## config.mk

```make
export PLATFORM = sky130hd
export DESIGN_NAME = bp_ghist_index
export DESIGN_NICKNAME = d
export VERILOG_FILES = /design/src/rtl/bp_ghist_index.sv
export SDC_FILE = /design/constraint.sdc
export NUM_CORES = 1
export LEC_CHECK = 0
export CAP_MARGIN = 20
export CORE_MARGIN = 3
export CORE_UTILIZATION = 40
export DETAILED_ROUTE_END_ITERATION = 6
export PLACE_DENSITY = 0.62
export SLEW_MARGIN = 25
export SYNTH_ARGS = -nofsm -noshare
export SYNTH_HDL_FRONTEND = slang
export SYNTH_SLANG_ARGS = --single-unit
```

## constraint.sdc

```tcl
create_clock -name clk -period 7.35 [get_ports clk]
set_clock_uncertainty 0.15 [all_clocks]
set_input_delay 0.735 -clock clk [delete_from_list [all_inputs] [get_ports clk]]
set_output_delay 0.735 -clock clk [all_outputs]
set_load 0.03 [all_outputs]
```

## src/rtl/bp_ghist_index.sv

```systemverilog
// Global-history branch predictor index generator with an in-order checkpoint
// ring. It keeps the speculative history used to form table read indices, and
// the committed history used to recover on flush. It also issues the table
// update writes when branches resolve.
module bp_ghist_index #(
    parameter int unsigned IDX_LEN    = 8,
    parameter int unsigned HIST_LEN   = 8,
    parameter int unsigned CKPT_DEPTH = 8,
    localparam int unsigned TAG_W     = $clog2(CKPT_DEPTH)
) (
    input  logic               clk,
    input  logic               rst,
    input  logic               IN_predValid,
    input  logic [31:0]        IN_predPC,
    output logic               OUT_predReady,
    output logic               OUT_readValid,
    output logic [IDX_LEN-1:0] OUT_readAddr,
    input  logic               IN_tableTaken,
    output logic               OUT_allocValid,
    output logic [TAG_W-1:0]   OUT_allocTag,
    input  logic               IN_resValid,
    input  logic [TAG_W-1:0]   IN_resTag,
    input  logic               IN_resTaken,
    input  logic               IN_resMispred,
    input  logic               IN_flush,
    output logic               OUT_writeEn,
    output logic [IDX_LEN-1:0] OUT_writeAddr,
    output logic               OUT_writeTaken,
    output logic               OUT_writeInit
);

    localparam int unsigned CNT_W = TAG_W + 1;
    localparam int unsigned OCC_W = CNT_W + 1;

    typedef struct packed {
        logic [IDX_LEN-1:0]  idx;
        logic [HIST_LEN-1:0] prev_hist;
        logic                pred_taken;
    } ckpt_t;

    ckpt_t               ring_q [CKPT_DEPTH];
    ckpt_t               head_entry;

    logic [HIST_LEN-1:0] spec_hist_q,   spec_hist_d;
    logic [HIST_LEN-1:0] commit_hist_q, commit_hist_d;
    logic [TAG_W-1:0]    head_q,        head_d;
    logic [TAG_W-1:0]    tail_q,        tail_d;
    logic [CNT_W-1:0]    count_q,       count_d;
    logic                in_flight_q,   in_flight_d;
    logic [IDX_LEN-1:0]  flight_idx_q,  flight_idx_d;

    logic                write_en_q;
    logic [IDX_LEN-1:0]  write_addr_q;
    logic                write_taken_q;

    logic [IDX_LEN-1:0]  read_addr;
    logic [OCC_W-1:0]    occupancy;
    logic                pred_ready;
    logic                lookup_acc;
    logic                res_acc;
    logic                mispred;
    logic                flush_acc;
    logic                alloc;

    // PC bits outside the index field and the stored prediction bit are not consumed here.
    logic                unused_bits;
    assign unused_bits = ^{IN_predPC[31:IDX_LEN+1], IN_predPC[0], head_entry.pred_taken};

    // Lookup/resolve handshakes; flush and mispredict both suppress the pending allocation.
    always_comb begin
        head_entry = ring_q[head_q];
        read_addr  = IN_predPC[IDX_LEN:1] ^ IDX_LEN'(spec_hist_q);
        occupancy  = OCC_W'(count_q) + OCC_W'(in_flight_q);
        flush_acc  = rst & IN_flush;
        pred_ready = rst & ~IN_flush & (occupancy < OCC_W'(CKPT_DEPTH));
        lookup_acc = IN_predValid & pred_ready;
        res_acc    = rst & IN_resValid & (count_q != '0) & (IN_resTag == head_q);
        mispred    = res_acc & IN_resMispred;
        alloc      = rst & in_flight_q & ~mispred & ~flush_acc;
    end

    // Next-state: allocate, pop, then mispredict recovery, then flush has the final say.
    always_comb begin
        spec_hist_d   = spec_hist_q;
        commit_hist_d = commit_hist_q;
        head_d        = head_q;
        tail_d        = tail_q;
        count_d       = count_q + CNT_W'(alloc) - CNT_W'(res_acc);
        in_flight_d   = lookup_acc;
        flight_idx_d  = lookup_acc ? read_addr : flight_idx_q;

        if (res_acc) begin
            commit_hist_d = HIST_LEN'({commit_hist_q, IN_resTaken});
            head_d        = head_q + TAG_W'(1);
        end
        if (alloc) begin
            tail_d      = tail_q + TAG_W'(1);
            spec_hist_d = HIST_LEN'({spec_hist_q, IN_tableTaken});
        end
        if (mispred) begin
            spec_hist_d = HIST_LEN'({head_entry.prev_hist, IN_resTaken});
            count_d     = '0;
            tail_d      = head_q + TAG_W'(1);
            in_flight_d = 1'b0;
        end
        if (flush_acc) begin
            spec_hist_d = commit_hist_d;
            count_d     = '0;
            head_d      = tail_d;
            in_flight_d = 1'b0;
        end
    end

    // Control state registers with synchronous active-low reset.
    always_ff @(posedge clk) begin
        if (!rst) begin
            spec_hist_q   <= '0;
            commit_hist_q <= '0;
            head_q        <= '0;
            tail_q        <= '0;
            count_q       <= '0;
            in_flight_q   <= 1'b0;
            flight_idx_q  <= '0;
        end else begin
            spec_hist_q   <= spec_hist_d;
            commit_hist_q <= commit_hist_d;
            head_q        <= head_d;
            tail_q        <= tail_d;
            count_q       <= count_d;
            in_flight_q   <= in_flight_d;
            flight_idx_q  <= flight_idx_d;
        end
    end

    // Checkpoint storage; entries are only meaningful between head and tail.
    always_ff @(posedge clk) begin
        if (alloc) begin
            ring_q[tail_q] <= '{idx: flight_idx_q, prev_hist: spec_hist_q, pred_taken: IN_tableTaken};
        end
    end

    // Table update port, one cycle after an accepted resolution.
    always_ff @(posedge clk) begin
        if (!rst) begin
            write_en_q    <= 1'b0;
            write_addr_q  <= '0;
            write_taken_q <= 1'b0;
        end else begin
            write_en_q <= res_acc;
            if (res_acc) begin
                write_addr_q  <= head_entry.idx;
                write_taken_q <= IN_resTaken;
            end
        end
    end

    // Output mapping.
    always_comb begin
        OUT_predReady  = pred_ready;
        OUT_readValid  = lookup_acc;
        OUT_readAddr   = read_addr;
        OUT_allocValid = alloc;
        OUT_allocTag   = tail_q;
        OUT_writeEn    = write_en_q;
        OUT_writeAddr  = write_addr_q;
        OUT_writeTaken = write_taken_q;
        OUT_writeInit  = 1'b0;
    end

endmodule

```

Yosys cells after proc, flatten, opt, wreduce, memory -nomap -nowiden
Memory sizes are Yosys's and may differ from the RTL's. A register that Yosys moved wholly into a read port is not among the register bits.
Index checks and enable logic that the tools add are counted.
{ "word_totals": {"register_bits": 45, "inputBits": 43, "word_cells": 50, "latch_bits": 0, "n_memories": 1, "ram_bits": 136, "romBits": 0, "out_inout_bits": 25} }
{ "mem_list": {"columns": ["name", "words", "width", "read_ports", "rd_ports_with_merged_regs", "write_ports", "line", "source"], "rows": [
  ["ring_q", 8, 17, 1, 1, 1, "41", "ckpt_t ring_q [CKPT_DEPTH];"]
]} }
{ "classes": {"n_eq_ne": 1, "shift": 0, "multipliers": 0, "addsub": 5, "n_bitwise": 16, "n_mux": 12, "n_reduce_logical": 4, "magnitude_cmp": 1, "div": 0} }
{ "ops": {"columns": ["operator", "n"], "rows": [
  ["$mux 8", 4],
  ["$mux 3", 6],
  ["$and 1x1->1", 11],
  ["$xor 8x8->8", 1],
  ["$add 3x1->3 const B", 2],
  ["$add 4x1->5", 1],
  ["$lt 5x4->1 const B", 1],
  ["$add 4x1->4", 1],
  ["$not 1->1", 4],
  ["$reduce_bool 4->1", 1],
  ["$sub 4x1->4", 1],
  ["$eq 3x3->1", 1],
  ["$reduce_bool 3->1", 1],
  ["$reduce_or 3->1", 1],
  ["$mux 1", 2],
  ["$reduce_bool 2->1", 1]
]} }

Depth between registers and ports, before layout
Gate-level depths: netlist (run 1).
{ "logic_depth": {"ltp_word": 12, "mapped_depth": 14, "ltp_nobuf": 12} }

Worst setup path before layout (run 1)
No wires, ideal clock.
{ "synth_timing": {"path_kind": "input -> register", "startpoint": "in IN_resTag[2]", "endpoint": "mem ring_q[0][10] (netlist bit) (enable)", "setup_slack_ps": 3075, "setup_time_ps": 431, "required_time_ps": 6769, "n_path_buf": 2, "t_arrival_ps": 3693, "stages": 7, "path_cell_list": "xor2_1 -> or4_1 -> buf_4 -> buf_8 -> nor2_8 -> nor2_1 -> nor4b_1"} }
{ "synth_via": {"elab_chain_len": 8} }
{ "synth_rtl": {"columns": ["item", "line", "source"], "rows": [
  ["start: declaration", "22", "input logic [TAG_W-1:0] IN_resTag,"],
  ["$eq 3x3->1", "77", "res_acc = rst & IN_resValid & (count_q != '0) & (IN_resTag == head_q);"],
  ["$and 1x1->1", "77", null],
  ["$and 1x1->1", "78", "mispred = res_acc & IN_resMispred;"],
  ["$not 1->1", "79", "alloc = rst & in_flight_q & ~mispred & ~flush_acc;"],
  ["$and 1x1->1 (2 in series)", "79", null],
  ["named net OUT_allocValid", "19", "output logic OUT_allocValid,"],
  ["$mux 1", "137", "if (alloc) begin"],
  ["$mux 1 (implied by the code)", "138", "ring_q[tail_q] <= '{idx: flight_idx_q, prev_hist: spec_hist_q, pred_taken: IN_tableTaken};"],
  ["end: declaration", "41", null]
]} }
The timed path passes the listed nets, and every way through them passes these cells.

Final worst setup path (run 1)
{ "layout_timing": {"startpoint": "in rst", "endpoint": "out OUT_allocValid"} }
{ "layout_via": {"elab_chain_len": 7, "word_cells_on_any_way": 10, "classes_between": "bitwise: 10"} }
{ "layout_rtl": {"columns": ["item", "line", "source"], "rows": [
  ["start: declaration", "12", "input logic rst,"],
  ["$and 1x1->1 (3 in series)", "77", null],
  ["$and 1x1->1", "78", null],
  ["$not 1->1", "79", null],
  ["$and 1x1->1", "79", null],
  ["$and 1x1->1 (*)", "79", null],
  ["end: declaration", "19", null]
]} }
Every way passes the cells marked *; elsewhere a longest branch is shown, timed or not.

==> flow_summary_export.csv, run 1 <==
group,metric,value,unit
clock_tree,cts-buffers-inserted,17,
detailed_routing,wl,14200,um
die,die_h,137,um
clock_tree,htreeDepth,4,
detailed_routing,antenna_left,0,
flow_run,drv_cap,0,
sta,fin_tns_setup,0,ns
critical_path,path_common_cell,"clkdlybuf4s50_1",
placed_design,gp_congestion,0.817,
sta,finalSetupViolations,0,
die,io_pins,68,
pwr,seqPwrFrac,52.8,%
layout,final_core_util,48.6,%
grt,grtUsageMet2,26.6,%
worst_hold_path,min_path_type,"reg -> reg",
critical_path,cp-start-kind,"primary input",
critical_path,crit_fanout,16,
grt,busiest_layer,"met2",
detailed_routing,routedWlPerCell,19.7,um
grt,grt_use_met3,4.23,%
pwr,vdd_drop_max,153,uV
detailed_routing,firstDrtPassIters,5,
pwr,power.internal,1520,uW
logic_synthesis,synthArstFlopShare,0,%
pwr,power.density,240,nW/um^2
clock_tree,clkTransAtPathRegs,0.06,ns
pwr,p_sw,424,uW
grt,grt_pass1_vias,4122,
critical_path,path_class,"in -> out",
critical_path,crit_family,"simple AND/OR/NAND/NOR gates",
sta,finalMaxSlewViolations,0,
placed_design,portBuffers,42,
critical_path,path_cells,"clkdlybuf4s50_1 > nand2_1 > or4_1 > nor2_8 > nor2_1 > clkdlybuf4s50_1",
sta,finalCriticalPeriod,4.56,ns
critical_path,required,6.46,ns
pwr,switching_share,21.8,%
layout,area_delta_synth_final,18.0,%
logic_synthesis,ys_warn_count,0,
logic_synthesis,avgSynthCellArea,15.6,sq um
clock_tree,cts_setup_buffers,0,
layout,diodes,0,
pwr,combPwrFrac,4.5,%
clock_tree,cts_root_buf,"clkbuf_16",
grt,grt_first_pass_wirelength,22900,um
die,die_w,137,um
logic_synthesis,synth_cell_type_count,52,
layout,design_area,8110,sq um
clock_tree,clock_sinks,168,
detailed_routing,via_count,3914,
logic_synthesis,postSynthCellCount,442,
pwr,cellLeakagePower,0.00276,uW
critical_path,path_buf_inv,2,
critical_path,cp_slowest_cell,"or4_1",
placed_design,hpwl,8640,um
clock_tree,clk_latency,0.42,ns
clock_tree,cts_hold_buffers,0,
run_status,status,"finished clean",
clock_tree,cts_buffer_depth,2,
logic_synthesis,ys_ff_latch,168,
grt,antenna_found_initial,0,
grt,use_met1,22.2,%
layout,nets,542,
detailed_routing,drtIter0Drc,284,
detailed_routing,vias_per_cell,5.42,
logic_synthesis,synth_fp_nets,495,
die,rows,47,
critical_path,cp.arrival,3.68,ns
layout,drive_gt1_share,18.5,%
logic_synthesis,netlist_area,6880,sq um
die,start_util,41.2,%
sta,rsz0062_at_grt,"false",
die,coreArea,16700,sq um
sta,timing.final.crit_share,62.1,%
logic_synthesis,seq_area_frac_synth,66.4,%
die,dieArea,18800,sq um
detailed_routing,post-route-drc-count,0,
critical_path,max_stage_delay,0.84,ns
clock_tree,cts_tree,"built",
critical_path,r2r_slack,3.63,ns
layout,fill_cells,1432,
grt,grt_overflow,0,
clock_tree,cts_resized,0,
sta,hold_violations,0,
sta,relSlewSlack,35.4,%
sta,worstMarginPinSlew,0.966,ns
pwr,p_clk_share,42.7,%
grt,grt.total_usage,16.5,%
logic_synthesis,ys.flop_type,"edfxtp_1",
sta,fmaxAchievable,0.219,GHz
critical_path,critPathCaptureType,"primary output",
layout,multiInputGateArea,2160,sq um
logic_synthesis,synth_edf_count,120,
layout,ff_latch_area,4560,sq um
placed_design,place_area,7560,sq um
grt,grt_max_degree,34,
[worst min-delay path, stage by stage, from the launching register on]
cell,delay (ns)
dfxtp_1,0.31
nand2_1,0.05
a21oi_1,0.05
[cell families (layout without fill, tap and decap cells)]
| kind of cell | count (synthesis) | count (layout) | share of synthesized area, % |
|---|---|---|---|
| other | 1 | 1 | 0.0545 |
| AOI/OAI and AO/OA | 62 | 62 | 6.66 |
| DFF | 168 | 168 | 66.4 |
| buffers and inverters | 39 | 99 | 2.71 |
| xor gates and xnor gates | 16 | 16 | 2.04 |
| and+or+nand+nor | 91 | 91 | 6.77 |
| adders and majority gates | 10 | 10 | 1.93 |
| muxes | 55 | 55 | 13.5 |
[cells in the mapped netlist, types with 2 or more instances]
master    number  share of area, %
xor2_1        12               1.5
a211oi_2       2              0.36
a211oi_1      11               1.2
mux4_2        30               9.8
xnor2_1        4              0.51
o21ai_1        3              0.22
nand3_1       19               1.4
nor3_1         9              0.65
buf_4          5              0.55
nand2_1       11              0.60
buf_2          8              0.58
clkbuf_1      10              0.55
and3_1         3              0.27
nand2b_1       2              0.18
buf_1          2              0.11
nor4_1         3              0.27
nor2_1        33               1.8
ha_1           9               1.6
inv_2          2              0.11
dfxtp_1       48                14
a21oi_1       15               1.1
a311o_1        5              0.73
a32o_1         5              0.73
inv_1         11              0.60
o21ai_2        7              0.89
o21ai_0        4              0.29
mux2i_1       25               3.6
edfxtp_1     120                52
[through the flow]
stage                     power, uW  cells  hold slack (ns)  setup WS [ns]
after detailed placement       1140    690            0.305           2.70
final                          1950    722            0.317           2.79
after global placement         1130    690            0.298           2.74
after CTS                      1960    722            0.318           2.79
after floorplan                1100    442            0.294           3.08
after global routing           2020    722            0.338           2.66
[flip-flops by register name (all words and copies together) (netlist names), named ones only]
register	flops
head_q	3
spec_hist_q	8
OUT_writeTaken	1
in_flight_q	1
OUT_writeEn	1
OUT_allocTag	3
commit_hist_q	8
count_q	4
flight_idx_q	8
ring_q	120
OUT_writeAddr	8
[per-layer routing]
metal | part of all wire (%) | vias up
li1 | - | 1813
met1 | 46 | 1973
met2 | 48 | 114
met3 | 5.1 | 14
met4 | 1.1 | 0
met5 | 0 | -
[worst paths after layout]
kind / startpoint / endpoint / cells after the start
hold / removal: OUT_writeTaken$_SDFFE_PN0N_ / OUT_writeTaken$_SDFFE_PN0N_ / 2
hold reg to reg: OUT_writeTaken$_SDFFE_PN0N_ / OUT_writeTaken$_SDFFE_PN0N_ / 2
setup / recovery: rst / OUT_allocValid / 6
setup reg to reg: head_q[0]$_SDFFE_PN0N_ / count_q[3]$_SDFF_PP0_ / 11
[layout make-up]
class	instances	share of cell area (%)
flip-flops and latches	168	56.3
multi-input cells	235	26.7
repair buffers	54	6.29
well taps	220	3.39
clock buffers	17	5.24
inverters	13	0.602
clock inverters	15	1.54
[power by group through the flow]
stage	Combinational (uW)	Clock (uW)	Sequential [uW]
3_3_place_gp	87.0	0	1050
5_1_grt	94.3	896	1030
6_report	87.3	831	1030
2_1_floorplan	55.3	0	1040
4_1_cts	88.7	848	1030
3_5_place_dp	88.3	0	1050
[cells in the final DEF, fill, tap and decap left out, types with 2 or more instances in the layout]
cell	Yosys	routed
clkinv_2	0	6
inv_1	11	11
clkdlybuf4s50_1	0	42
o21ai_0	4	4
o21ai_1	3	3
nor4_2	0	3
ha_1	9	9
clkbuf_16	0	17
xor2_1	12	12
mux4_2	30	30
xnor2_1	4	4
nand2_1	11	11
nor3_1	9	8
nor2_1	33	33
dfxtp_1	48	48
a211oi_2	2	2
edfxtp_1	120	120
buf_4	5	12
a32o_1	5	5
a211oi_1	11	11
a21oi_1	15	15
mux2i_1	25	25
nand3_1	19	19
and3_1	3	3
nand2b_1	2	2
clkinv_4	0	3
a311o_1	5	5
inv_6	0	4
o21ai_2	7	7
inv_2	2	2
No activity file was read; power rests on OpenSTA's default activity.
==> run 2, diff against run 1 <==
--- a/config.mk
+++ b/config.mk
@@ -9,7 +9,7 @@
 export CORE_MARGIN = 3
 export CORE_UTILIZATION = 40
 export DETAILED_ROUTE_END_ITERATION = 6
-export PLACE_DENSITY = 0.62
+export PLACE_DENSITY = 0.65
 export SLEW_MARGIN = 25
 export SYNTH_ARGS = -nofsm -noshare
 export SYNTH_HDL_FRONTEND = slang
==> constraint.sdc (replaced) <==
create_clock -name clk -period 4.15 [get_ports clk]
set_clock_uncertainty 0.15 [all_clocks]
set_input_delay 0.415 -clock clk [delete_from_list [all_inputs] [get_ports clk]]
set_output_delay 0.415 -clock clk [all_outputs]
set_load 0.03 [all_outputs]
==> run 2 against run 1 <==
Count of clock-buffer cells in the layout rose by 14; sequential share of layout area fell by 0.44 points; clock power rose by 78%; combinational power rose by 74%; non-clock buffer count rose by 6; via count fell by 0.15%; total power rose by 78%; final cell count rose by 0.83%; critical path type is now reg -> out; largest cell class unchanged; largest power group unchanged.
==> flow_summary_export.csv, run 2 (synthesis gave the netlist of run 1 again) <==
group,metric,value,unit
grt,grt_max_degree,33,
critical_path,cp-start-kind,"flip-flop",
critical_path,path_buf_inv,2,
grt,grt_first_pass_wirelength,22700,um
clock_tree,clkTransAtPathRegs,0.06,ns
detailed_routing,vias_per_cell,5.37,
critical_path,crit_start,"count_q[2]$_SDFF_PP0_",
detailed_routing,antenna_left,0,
clock_tree,clock_sinks,168,
detailed_routing,firstDrtPassIters,4,
layout,final_core_util,49.0,%
detailed_routing,via_count,3908,
critical_path,path_cells,"inv_1 > ha_1 > or3b_1 > nand2_1 > nor2_8 > nor2_1 > clkdlybuf4s50_1",
layout,largest_register_ffs,120,
detailed_routing,routedWlPerCell,19.5,um
critical_path,crit_fanout,12,
layout,drive_gt1_share,18.7,%
critical_path,required,3.59,ns
critical_path,crit_family,"simple AND/OR/NAND/NOR gates",
layout,ff_latch_area,4560,sq um
die,dieArea,18800,sq um
sta,finalMaxSlewViolations,0,
sta,fmaxAchievable,0.274,GHz
clock_tree,htreeDepth,4,
die,die_w,137,um
layout,top_register,"ring_q",
grt,grt_overflow,0,
critical_path,cp_slowest_cell,"clkdlybuf4s50_1",
pwr,power.density,422,nW/um^2
flow_run,drv_cap,0,
detailed_routing,drtIter0Drc,311,
critical_path,path_class,"reg -> out",
clock_tree,cts_tree,"built",
layout,mostFrequentLayoutCells,"120 x edfxtp_1, 48 x dfxtp_1, 42 x clkdlybuf4s50_1, 33 x nor2_1, 30 x mux4_2",
sta,holdWs,0.315,ns
critical_path,max_stage_delay,0.72,ns
layout,nets,548,
worst_hold_path,min_path_type,"reg -> reg",
sta,finalCriticalPeriod,3.64,ns
placed_design,portBuffers,42,
worst_hold_path,worstHoldStart,"commit_hist_q[7]$_SDFF_PN0_",
critical_path,rr_startpoint,"count_q[2]$_SDFF_PP0_",
pwr,fin_total_pwr,3450,uW
die,die_h,137,um
layout,area_delta_synth_final,18.9,%
detailed_routing,wl,14200,um
clock_tree,cts_setup_buffers,0,
run_status,status,"finished clean",
sta,relSlewSlack,38.0,%
layout,layout_commonest_cell,"edfxtp_1",
sta,worstMarginPinSlew,0.927,ns
clock_tree,cts_buffer_depth,2,
layout,fill_cells,1430,
clock_tree,cts-buffers-inserted,17,
clock_tree,cts_hold_buffers,0,
grt,grt.total_usage,16.3,%
pwr,vdd_drop_max,305,uV
critical_path,cp.arrival,3.08,ns
sta,rsz0062_at_grt,"false",
critical_path,critPathCaptureType,"primary output",
detailed_routing,post-route-drc-count,0,
die,rows,47,
sta,fin_tns_setup,0,ns
clock_tree,clk_latency,0.42,ns
grt,antenna_found_initial,0,
clock_tree,cts_resized,0,
layout,diodes,0,
sta,hold_violations,0,
grt,grt_pass1_vias,4151,
sta,finalSetupViolations,0,
placed_design,hpwl,9040,um
pwr,cellLeakagePower,0.00280,uW
die,io_pins,68,
layout,multiInputGateArea,2160,sq um
die,coreArea,16700,sq um
sta,timing.final.crit_share,87.8,%
clock_tree,cts_root_buf,"clkbuf_16",
placed_design,gp_congestion,0.831,
die,start_util,41.2,%
## run 2: power by group
| group | switching (uW) | total [uW] | leakage (uW) | internal, uW |
|---|---|---|---|---|
| clock network | 572 | 1480 | 0.000284 | 907 |
| logic | 81.4 | 152 | 0.00100 | 70.2 |
| registers | 22.4 | 1820 | 0.00152 | 1800 |
| total | 676 | 3450 | 0.00280 | 2780 |
## run 2: final timing paths
| check | to | slack, ns | cells after the start |
|---|---|---|---|
| worst max-delay path | OUT_allocValid | 0.51 | 7 |
| worst min-delay path | commit_hist_q[7]$_SDFF_PN0_ | 0.32 | 2 |
| worst max register to register | ring_q[2][7]$_DFFE_PP_ | 0.87 | 7 |
| worst min register to register | commit_hist_q[7]$_SDFF_PN0_ | 0.32 | 2 |
## run 2: layout make-up
class                   count  share of cell area (%)
clock buffers              31                    6.90
clock inverters             1                  0.0612
inverters                  13                   0.597
multi-input cells         235                    26.4
flip-flops and latches    168                    55.8
well taps                 220                    3.37
repair buffers             60                    6.80
## run 2: per-stage QoR
step | setup slack, ns | cells | cell area (sq um)
after floorplan | 0.0874 | 442 | 6880
after global placement | 0.694 | 696 | 7610
after CTS | 0.469 | 728 | 8180
final | 0.506 | 728 | 8180
after detailed placement | 0.621 | 696 | 7610
after global routing | 0.338 | 728 | 8180
## run 2: routing by layer
| metal | routed length [um] | vias up | part of all wire [%] | GRT usage (%) |
|---|---|---|---|---|
| met5 | 0 | - | 0 | 0 |
| met4 | 199 | 0 | 1.4 | 5.16 |
| met3 | 756 | 14 | 5.3 | 4.30 |
| met2 | 7120 | 113 | 50 | 27.2 |
| met1 | 6110 | 1955 | 43 | 20.9 |
| li1 | - | 1826 | - | - |
## run 2: worst reg2reg max path, stage by stage, from the launching register on
cell     delay, ns
dfxtp_1       0.32
inv_1         0.08
ha_1          0.15
or3b_1        0.55
and2_1        0.34
nand2_1       0.28
nand3_1       0.25
nor3_4        0.77
